$ cat config.mk
export PLATFORM = sky130hd
export DESIGN_NAME = alu_md_seq
export DESIGN_NICKNAME = d
export VERILOG_FILES = /design/src/rtl/alu_md_seq.sv
export SDC_FILE = /design/constraint.sdc
export NUM_CORES = 1
export LEC_CHECK = 0
export ABC_AREA = 0
export BUFFER_PORTS_ARGS = -buffer_cell sky130_fd_sc_hd__buf_2
export CAP_MARGIN = 5
export CORE_ASPECT_RATIO = 2
export CORE_MARGIN = 2
export CORE_UTILIZATION = 44
export CTS_CLUSTER_SIZE = 25
export DETAILED_ROUTE_END_ITERATION = 10
export SLEW_MARGIN = 30
export SYNTH_ARGS = -nofsm -noshare
export SYNTH_HDL_FRONTEND = slang
export SYNTH_SLANG_ARGS = --single-unit
export TNS_END_PERCENT = 20
$ cat constraint.sdc
create_clock -name i_clk -period 5.5 [get_ports i_clk]
set_input_delay 0.825 -clock i_clk [delete_from_list [all_inputs] [get_ports i_clk]]
set_output_delay 0.825 -clock i_clk [all_outputs]
set_load 0.005 [all_outputs]
$ cat src/rtl/alu_md_seq.sv
// alu_md_seq: registered ALU with iterative multiply/divide behind a valid/ready handshake
module alu_md_seq #(
  parameter int WIDTH     = 32,
  parameter int SHAMT_LSB = 6
) (
  input  logic             i_clk,
  input  logic             i_rst_n,
  input  logic             i_flush,
  input  logic             i_valid,
  output logic             o_ready,
  input  logic [3:0]       i_ALUctrl,
  input  logic [WIDTH-1:0] i_A,
  input  logic [WIDTH-1:0] i_B,
  output logic             o_valid,
  input  logic             i_ready,
  output logic [WIDTH-1:0] o_Y,
  output logic             o_Zero
);
  localparam int SW = $clog2(WIDTH);
  localparam int CW = SW + 1;
  localparam logic [3:0] OP_AND = 4'b0000, OP_OR = 4'b0001, OP_ADD = 4'b0010, OP_MUL = 4'b0011;
  localparam logic [3:0] OP_MULHU = 4'b0100, OP_SUB = 4'b0110, OP_SLT = 4'b0111, OP_SLTU = 4'b1000;
  localparam logic [3:0] OP_SLL = 4'b1001, OP_SRA = 4'b1010, OP_SRL = 4'b1011, OP_DIVU = 4'b1100;
  localparam logic [3:0] OP_XOR = 4'b1101, OP_REMU = 4'b1110;
  typedef enum logic [1:0] {IDLE, BUSY, DONE} state_t;
  state_t           state;
  logic [CW-1:0]    cnt;
  logic [3:0]       op_q;
  logic [WIDTH:0]   hi, hi_n, sum, r, diff;
  logic [WIDTH-1:0] lo, lo_n, d, alu_y, md_y;
  logic [SW-1:0]    shamt;
  logic             accept, is_md, is_mul, q_is_mul;
  assign o_ready  = (state == IDLE) || (state == DONE && i_ready);
  assign accept   = i_valid && o_ready && !i_flush;
  assign shamt    = i_B[SHAMT_LSB +: SW];
  assign is_mul   = (i_ALUctrl == OP_MUL) || (i_ALUctrl == OP_MULHU);
  assign is_md    = is_mul || (i_ALUctrl == OP_DIVU) || (i_ALUctrl == OP_REMU);
  assign q_is_mul = (op_q == OP_MUL) || (op_q == OP_MULHU);
  always_comb begin
    case (i_ALUctrl)
      OP_AND:  alu_y = i_A & i_B;
      OP_OR:   alu_y = i_A | i_B;
      OP_XOR:  alu_y = i_A ^ i_B;
      OP_ADD:  alu_y = i_A + i_B;
      OP_SUB:  alu_y = i_A - i_B;
      OP_SLT:  alu_y = {{(WIDTH-1){1'b0}}, $signed(i_A) < $signed(i_B)};
      OP_SLTU: alu_y = {{(WIDTH-1){1'b0}}, i_A < i_B};
      OP_SLL:  alu_y = i_A << shamt;
      OP_SRL:  alu_y = i_A >> shamt;
      OP_SRA:  alu_y = $signed(i_A) >>> shamt;
      default: alu_y = '0;
    endcase
  end
  // hi:lo is the product for multiply, remainder:quotient-shift for divide
  always_comb begin
    sum  = {1'b0, hi[WIDTH-1:0]} + (lo[0] ? {1'b0, d} : '0);
    r    = {hi[WIDTH-1:0], lo[WIDTH-1]};
    diff = r - {1'b0, d};
    hi_n = q_is_mul ? {1'b0, sum[WIDTH:1]} : (diff[WIDTH] ? r : diff);
    lo_n = q_is_mul ? {sum[0], lo[WIDTH-1:1]} : {lo[WIDTH-2:0], ~diff[WIDTH]};
    md_y = (op_q == OP_MULHU || op_q == OP_REMU) ? hi_n[WIDTH-1:0] : lo_n;
  end
  always_ff @(posedge i_clk or negedge i_rst_n) begin
    if (!i_rst_n) begin
      state   <= IDLE;
      o_valid <= 1'b0;
      o_Y     <= '0;
      o_Zero  <= 1'b1;
      cnt     <= '0;
      op_q    <= '0;
      hi      <= '0;
      lo      <= '0;
      d       <= '0;
    end else if (i_flush) begin
      state   <= IDLE;
      o_valid <= 1'b0;
    end else begin
      case (state)
        BUSY: begin
          hi  <= hi_n;
          lo  <= lo_n;
          cnt <= cnt - 1'b1;
          if (cnt == CW'(1)) begin
            state   <= DONE;
            o_valid <= 1'b1;
            o_Y     <= md_y;
            o_Zero  <= (md_y == '0);
          end
        end
        default: begin
          if (accept && is_md) begin
            state   <= BUSY;
            o_valid <= 1'b0;
            cnt     <= CW'(WIDTH);
            op_q    <= i_ALUctrl;
            hi      <= '0;
            lo      <= is_mul ? i_B : i_A;
            d       <= is_mul ? i_A : i_B;
          end else if (accept) begin
            state   <= DONE;
            o_valid <= 1'b1;
            o_Y     <= alu_y;
            o_Zero  <= (alu_y == '0);
          end else if (i_ready) begin
            state   <= IDLE;
            o_valid <= 1'b0;
          end
        end
      endcase
    end
  end
endmodule

== Word level (Yosys, flattened, before mapping) ==
Index checks and enable logic that the tools add are counted.

* Flip-flop bits (word level): 142
* Output and inout bits: 35

* Reduce and logical (&&, ||, !) cells: 22
* Multiplexer cells: 34
* Shift-type cells: 3
* Bitwise operators: 6
* Equality and inequality tests: 22
* Order comparisons: 2
* Add/subtract/negate cells: 5

{| class="wikitable"
|+ Operators with widths
! kind !! number
|-
| $mux 32 || 15
|-
| $pmux 32 s10 || 1
|-
| $logic_not 32->1 || 2
|-
| $lt 32x32->1 || 2
|-
| $add 32x32->33 || 1
|-
| $sub 33x32->33 || 1
|-
| $add 32x32->32 || 1
|-
| $and 32x32->32 || 1
|-
| $eq 4x4->1 const B || 8
|-
| $or 32x32->32 || 1
|-
| $shl 32x5->32 || 1
|-
| $shr 32x5->32 || 1
|-
| $sshr 32x5->32 || 1
|-
| $sub 32x32->32 || 1
|-
| $xor 32x32->32 || 1
|-
| $eq 4x3->1 const B || 4
|-
| $eq 4x2->1 const B || 3
|-
| $mux 2 || 6
|-
| $mux 6 || 2
|-
| $mux 1 || 10
|-
| $eq 6x1->1 const B || 1
|-
| $logic_or 1x1->1 || 6
|-
| $sub 6x1->6 const B || 1
|-
| $reduce_bool 5->1 || 1
|-
| other kinds (15) || 22
|}

== Longest topological paths before layout ==
Gate-level depths: netlist of the first run.

* Depth after elaboration: 9
* Gate-level depth with buffers: 20
* Mapped depth without buffers: 16

== Least setup slack after synthesis of the first run ==
No wires, ideal clock.

* Path kind: input port to flip-flop
* Start point: input port i_B[6]
* End point: register o_Zero
* Setup slack: 0.055 ns
* Required time: 5.425 ns
* Setup time: 0.075 ns
* Arrival time: 5.370 ns
* Cell stages on the path: 20
* Path through: buf_2 -> buf_4 -> inv_1 -> buf_2 -> clkbuf_1 -> clkbuf_1 -> ha_1 -> clkbuf_1 -> a21o_1 -> a31o_2 -> a2111oi_1 -> a21oi_1 -> o31ai_1 -> o221ai_1 -> nor4_1 -> nand4_1 -> nor4_2 -> nand4_1 -> or4_1 -> o211ai_2

* Longest elaborated chain between the ends: 6

{| class="wikitable"
|+ Ends and longest elaborated chain
! what !! line !! source
|-
| start: declaration || 13 || <nowiki>input logic [WIDTH-1:0] i_B,</nowiki>
|-
| $sub 32x32->32, or another cell as far along || 45 || <nowiki>OP_SUB: alu_y = i_A - i_B;</nowiki>
|-
| $pmux 32 s10 * || 40 || <nowiki>case (i_ALUctrl)</nowiki>
|-
| $logic_not 32->1 * || 103 || <nowiki>o_Zero <= (alu_y == '0);</nowiki>
|-
| $mux 1 * || 99 || <nowiki>end else if (accept) begin</nowiki>
|-
| $mux 1 * || 91 || <nowiki>if (accept && is_md) begin</nowiki>
|-
| $mux 1 * || 78 || <nowiki>case (state)</nowiki>
|-
| end signal: assignment || 87 || <nowiki>o_Zero <= (md_y == '0);</nowiki>
|-
| end signal: assignment || 103 ||
|-
| end: declaration || 17 || <nowiki>output logic o_Zero</nowiki>
|}

Mark *: on every way between the ends. The rest lies on a longest branch, timed or not. The select of a mux whose other input is x is not followed.
A chain may end at the register's enable or synchronous reset.

== Worst setup path after layout of the first run ==
* Start point: register hi[16]
* End point: register o_Zero

* Longest elaborated chain between the ends: 7

{| class="wikitable"
|+ Ends and longest elaborated chain
! what !! line !! source
|-
| start: declaration || 29 || <nowiki>logic [WIDTH:0] hi, hi_n, sum, r, diff;</nowiki>
|-
| start signal: assignment || 80 || <nowiki>hi <= hi_n;</nowiki>
|-
| $sub 33x32->33 || 58 || <nowiki>diff = r - {1'b0, d};</nowiki>
|-
| $mux 32 or $not 1->1 (tied branches) || 59, 60 ||
|-
| $mux 32, on equally long branches || 59, 60 ||
|-
| $mux 32 * || 61 || <nowiki>md_y = (op_q == OP_MULHU || op_q == OP_REMU) ? hi_n[WIDTH-1:0] : lo_n;</nowiki>
|-
| $logic_not 32->1 * || 87 ||
|-
| $mux 1 * || 83 || <nowiki>if (cnt == CW'(1)) begin</nowiki>
|-
| $mux 1 * || 78 ||
|}

Marked as above.

==> results.toml, run 1 <==
[logic_synthesis]
synth_edf_count = 0
async_flop_share_pct = 100
yosysTopAreaCellShare_pct = 15.9
ys.flop_type = "dfrtp_1"
ys_ff_latch = 141
ys_seq_area_share_pct = 16.0
syn_nets = 3264
avgSynthCellArea_um2 = 7.31
syn-cell-area_um2 = 22100
yosys_warnings = 0
yosys.area.top_type = "dfrtp_1"
synth_area_leaders = "dfrtp_1, ha_1, nand2_1"
synth_cells = 3024
yosysUniqueCellTypes = 105

[critical_path]
crit_chain = "ha_1 > a21o_1 > a31oi_1 > o2111ai_1 > a221o_1 > a21oi_4 > xnor2_2 > mux2_2 > a221oi_1 > nor4bb_2 > nand4_1 > buf_4 > or4_1 > o211ai_2"
critPathCaptureType = "flop"
cp-start-kind = "flop"
crit_family = "compound AO/OA/AOI/OAI gates"
cp.arrival_ns = 5.72
path_buf_inv = 1
cp_slowest_stage_delay_ns = 0.68
crit_required_ns = 5.91
critPathKind = "flop to flop"
path_max_fanout = 7
slowest_stage = "nor4bb_2"

[routing]
viasPerCell = 6.69
first_pass_iters = 6
antenna_left = 0
wl_per_cell_um = 30.4
drc_errors = 0
drt-total-wl_um = 114000
vias = 25055
first_iter_violations = 2291

[floorplanning]
io_pins = 108
rows = 116
die_h_um = 321
initial_core_util_pct = 44.4
die_area_um2 = 52100
die_w_um = 162
core_area_um2 = 49800

[timing]
setup_viol = 0
period_minus_slack_ns = 5.31
hold_viol = 0
drv_slew = 0
rsz0062_at_grt = "no"
hold_ws_ns = 0.398
slew-limit-headroom_pct = 39.4
worstMarginPinSlew_ns = 0.910
fin_crit_sh_pct = 96.6
fmax_mhz = 188
skew_ns = 0.0228

[clock_tree]
cts_setup_buffers = 0
clkSinkCount = 141
cts_tree = "yes"
cts_buffer_depth = 3
tritoncts.num_buffers = 25
holdBufCountCts = 0
clkTransAtPathRegs_ns = 0.07
clk_latency_ns = 0.50
clockRootBuffer = "clkbuf_16"
cts_htree_levels = 4

[grt]
grt_max_degree = 92
grt_pass1_vias = 25189
antenna_found_initial = 3
overflow = 0
grt_pass1_wl_um = 164000
gr-usage-all-layers_pct = 42.9

[power_and_ir_drop]
cellPowerDensity_nw_per_um2 = 310
peakVddDrop_v = 0.000211
power.leakage_nw = 11.0
p_total_mw = 7.59

[layout]
areaGrowthSynthToFinish_pct = 11.0
layout_commonest_cell = "nand2_1"
final_nets = 3322
post-route-util_pct = 49.2
drive_above_1_share_pct = 14.8
final_cell_area_um2 = 24500
mostFrequentLayoutCells = "nand2_1, a21oi_1, o21ai_0"

[status]
outcome = "finished, final reports clean"

[placed_design]
portBuffers = 107
place_hpwl_um = 91700
post_dp_cell_area_um2 = 23800
place.gp.congestion = 1.08

[job]
drv_cap = 0

[min_path]
hp-class = "primary input to asynchronous set/reset pin"
-- cells in the mapped netlist (22+ instances only) --
| master | instances |
|---|---|
| and3_1 | 22 |
| xnor2_1 | 41 |
| o22ai_1 | 22 |
| o21ai_0 | 283 |
| nor2b_1 | 26 |
| a31oi_1 | 49 |
| clkbuf_1 | 171 |
| nand2_1 | 391 |
| a21o_1 | 50 |
| nor4_1 | 23 |
| ha_1 | 163 |
| mux2_2 | 43 |
| nand4_1 | 31 |
| mux4_2 | 53 |
| nor3_1 | 56 |
| dfrtp_1 | 140 |
| buf_2 | 30 |
| a21oi_1 | 285 |
| and2_1 | 47 |
| inv_1 | 154 |
| mux2i_1 | 106 |
| o211ai_1 | 39 |
| nand3_1 | 67 |
| nand2b_1 | 24 |
| a211oi_1 | 43 |
| nor2_1 | 252 |
-- path summary, 6_finish.rpt --
check / startpoint / endpoint / slack [ns] / depth (start not counted)
min in group i_clk: o_Y[11] / o_Y[11] / 0.48 / 2
worst max register to register: hi[16] / o_Zero / 0.19 / 14
worst max-delay path: hi[16] / o_Zero / 0.19 / 14
max in group asynchronous: i_rst_n / o_Y[21] / 3.77 / 2
worst min register to register: o_Y[11] / o_Y[11] / 0.48 / 2
worst min-delay path: i_rst_n / o_Y[5] / 0.40 / 1
-- per-stage QoR --
stage | worst slack [ns] | TNS [ns] | cells
after CTS | 0.194 | 0 | 3737
after global routing | 0.0967 | 0 | 3739
after global placement | 0.0223 | 0 | 3703
final | 0.188 | 0 | 3744
after detailed placement | -0.00586 | -0.00586 | 3704
after floorplan | 0.0550 | 0 | 3024
-- power by group --
part	switching (mW)	internal [mW]
Combinational	2.92	1.65
Clock	0.500	0.853
Sequential	0.327	1.34
-- routing by layer --
layer	part of all wire (%)	up-vias	track usage (%)
li1	-	11192	-
met1	33	12056	42.3
met2	50	1285	75.9
met3	5.5	522	5.08
met4	12	0	42.4
met5	0	-	0
-- state kept, by name, indices dropped and copies added, names as in the netlist --
name / count
d: 32
hi: 32
lo: 32
o_Y: 32
cnt: 6
op_q: 4
o_Zero: 1
o_valid: 1
state: 1
-- timing repair --
item,CTS,global route
resized for setup,1,0
endpoints found under the setup margin,1,0
hold endpoints to repair,0,0
-- kinds of logic after synthesis --
kind of cell | after synthesis | synth area share (%)
AOI/OAI and AO/OA | 1022 | 29.3
xor gates and xnor gates | 64 | 2.61
adders and majority gates | 167 | 9.59
buffers and inverters | 403 | 7.80
DFF | 141 | 16.0
muxes | 211 | 13.3
and+or+nand+nor | 1016 | 21.4
-- final cells by class --
class,instances,area [um^2]
flip-flops and latches,141,3530
clock inverters,3,18.8
inverters,156,586
fillers,5149,25300
multi-input cells,2480,16900
well taps,649,812
diodes,7,17.5
repair buffers,278,1950
clock buffers,30,674
No activity file was read; power rests on OpenSTA's default activity.
==> inputs of run 2 (changes only) <==
--- a/config.mk
+++ b/config.mk
@@ -8,11 +8,12 @@
 export ABC_AREA = 0
 export BUFFER_PORTS_ARGS = -buffer_cell sky130_fd_sc_hd__buf_2
 export CAP_MARGIN = 5
-export CORE_ASPECT_RATIO = 2
+export CORE_ASPECT_RATIO = 1.1
 export CORE_MARGIN = 2
 export CORE_UTILIZATION = 44
 export CTS_CLUSTER_SIZE = 25
 export DETAILED_ROUTE_END_ITERATION = 10
+export RECOVER_POWER = 25
 export SLEW_MARGIN = 30
 export SYNTH_ARGS = -nofsm -noshare
 export SYNTH_HDL_FRONTEND = slang
==> constraint.sdc (replaced) <==
create_clock -name i_clk -period 5.2 [get_ports i_clk]
set_input_delay 0.78 -clock i_clk [delete_from_list [all_inputs] [get_ports i_clk]]
set_output_delay 0.78 -clock i_clk [all_outputs]
set_load 0.005 [all_outputs]
==> results.toml, run 2 (synthesis results as in run 1) <==
[critical_path]
cp-start-kind = "flop"
cp.arrival_ns = 5.35
path_buf_inv = 2
crit_required_ns = 5.58
critPathKind = "flop to flop"
critPathCaptureType = "flop"
cp_slowest_stage_delay_ns = 0.61
crit_chain = "inv_1 > ha_1 > inv_1 > fa_1 > a211oi_1 > o211ai_1 > a21oi_1 > o31ai_2 > a21oi_4 > xor2_2 > mux2_2 > a21oi_1 > nor4bb_1 > nand4_1 > or4_1 > o211ai_2"
slowest_stage = "nor4bb_1"
crit_family = "compound AO/OA/AOI/OAI gates"
path_max_fanout = 8

[timing]
hold_viol = 0
drv_slew = 100
tns_ns = 0
setup_viol = 0
worstMarginPinSlew_ns = 2.65
slew-limit-headroom_pct = -76.8
rsz0062_at_grt = "no"
period_minus_slack_ns = 4.98
fin_crit_sh_pct = 95.7
skew_ns = 0.0138
fmax_mhz = 201
setup_ws_ns = 0.222

[routing]
first_pass_iters = 8
viasPerCell = 6.66
wl_met1_um = 42300
vias = 25230
route.met3.wl_um = 8710
wl_met2_um = 50300
first_iter_violations = 3235
wl_per_cell_um = 29.0
drt-total-wl_um = 110000
drc_errors = 0
antenna_left = 0
top_layer_used = "met5"

[clock_tree]
cts_htree_levels = 4
cts_resized = 0
clkSinkCount = 141
cts_setup_buffers = 0
cts_buffer_depth = 2
cts_tree = "yes"
clkTransAtPathRegs_ns = 0.07
clk_latency_ns = 0.45
clockRootBuffer = "clkbuf_16"
holdBufCountCts = 0
tritoncts.num_buffers = 17

[layout]
nFillCells = 5078
areaGrowthSynthToFinish_pct = 11.7
layout_commonest_cell = "nand2_1"
antenna_cells = 0
register_area_um2 = 3530
mostFrequentLayoutCells = "nand2_1, a21oi_1, o21ai_0"
final_nets = 3357
multi_input_area_um2 = 16900
drive_above_1_share_pct = 15.9

[placed_design]
place_hpwl_um = 88000
pre_cts_ws_ns = 0.0145
portBuffers = 107
place.gp.congestion = 1.05

[floorplanning]
die_h_um = 239
core_area_um2 = 49800
rows = 86
die_w_um = 218
die_area_um2 = 52000
initial_core_util_pct = 44.3
io_pins = 108

[power_and_ir_drop]
cellPowerDensity_nw_per_um2 = 319
power.leakage_nw = 11.1
clkPwrFrac_pct = 16.0
combPwrFrac_pct = 61.8
switching_share_pct = 49.9
switching_power_mw = 3.93
seq_power_share_pct = 22.2
peakVddDrop_v = 0.000238
p_int_mw = 3.94

[grt]
antenna_found_initial = 1
overflow = 0
grt_pass1_wl_um = 160000
grt_pass1_vias = 24128
gr-usage-all-layers_pct = 41.5
grt_max_degree = 100

[status]
failed_checks = "max-capacitance violations, max-slew violations"
outcome = "finished with violations"

[job]
drv_cap = 1

[min_path]
hp-class = "flop to flop"
## run 2: cell types whose count changed in the layout (fill, tap and decap cells not counted), sizes merged
cell and delta:
bufinv +2, clkbuf -11, buf +42, inv +4, diode -7, clkinv +3, clkinvlp +2
## run 2: final timing paths
check                           to  depth (start not counted)  startpoint  slack [ns]
setup reg to reg            o_Zero                         16      lo[31]        0.22
hold / removal             o_Y[24]                          2     o_Y[24]        0.48
max in group asynchronous   lo[12]                          2     i_rst_n        2.29
hold reg to reg            o_Y[24]                          2     o_Y[24]        0.48
setup / recovery            o_Zero                         16      lo[31]        0.22
min in group asynchronous   cnt[1]                          1     i_rst_n        1.13
## run 2: layer usage
layer / vias to the layer above / GRT usage [%]
li1: 11281 / -
met1: 12119 / 50.9
met2: 1513 / 67.7
met3: 315 / 5.62
met4: 2 / 28.2
met5: - / 0
## run 2: power groups by stage
stage | sequential (mW) | combinational (mW) | clock [mW]
2_1_floorplan | 1.64 | 3.09 | 0
3_3_place_gp | 1.74 | 4.67 | 0
3_5_place_dp | 1.75 | 4.69 | 0
4_1_cts | 1.74 | 4.72 | 1.27
5_1_grt | 1.78 | 5.23 | 1.31
6_report | 1.75 | 4.86 | 1.26
## run 2: per-stage QoR
step / power [mW] / area (um^2) / cells / hold slack (ns) / util (%)
2_1_floorplan: 4.73 / 22100 / 3024 / 0.463 / -
3_3_place_gp: 6.42 / 24100 / 3758 / 0.465 / 48.3
3_5_place_dp: 6.44 / 24100 / 3758 / 0.472 / 48.3
4_1_cts: 7.73 / 24700 / 3790 / 0.479 / 49.5
5_1_grt: 8.32 / 24700 / 3790 / 0.516 / 49.5
6_report: 7.87 / 24700 / 3790 / 0.484 / 49.5
## run 2: tightest hold or removal path, stage by stage, from the launching register on
cell,delay [ns]
dfrtp_1,0.34
nand2_1,0.05
o21ai_0,0.06
## run 2: final cells by class
cell class | count | area share [%]
flip-flops and latches | 141 | 14.3
well taps | 660 | 3.35
clock inverters | 14 | 0.644
multi-input cells | 2480 | 68.5
repair buffers | 321 | 9.02
inverters | 156 | 2.37
clock buffers | 18 | 1.78
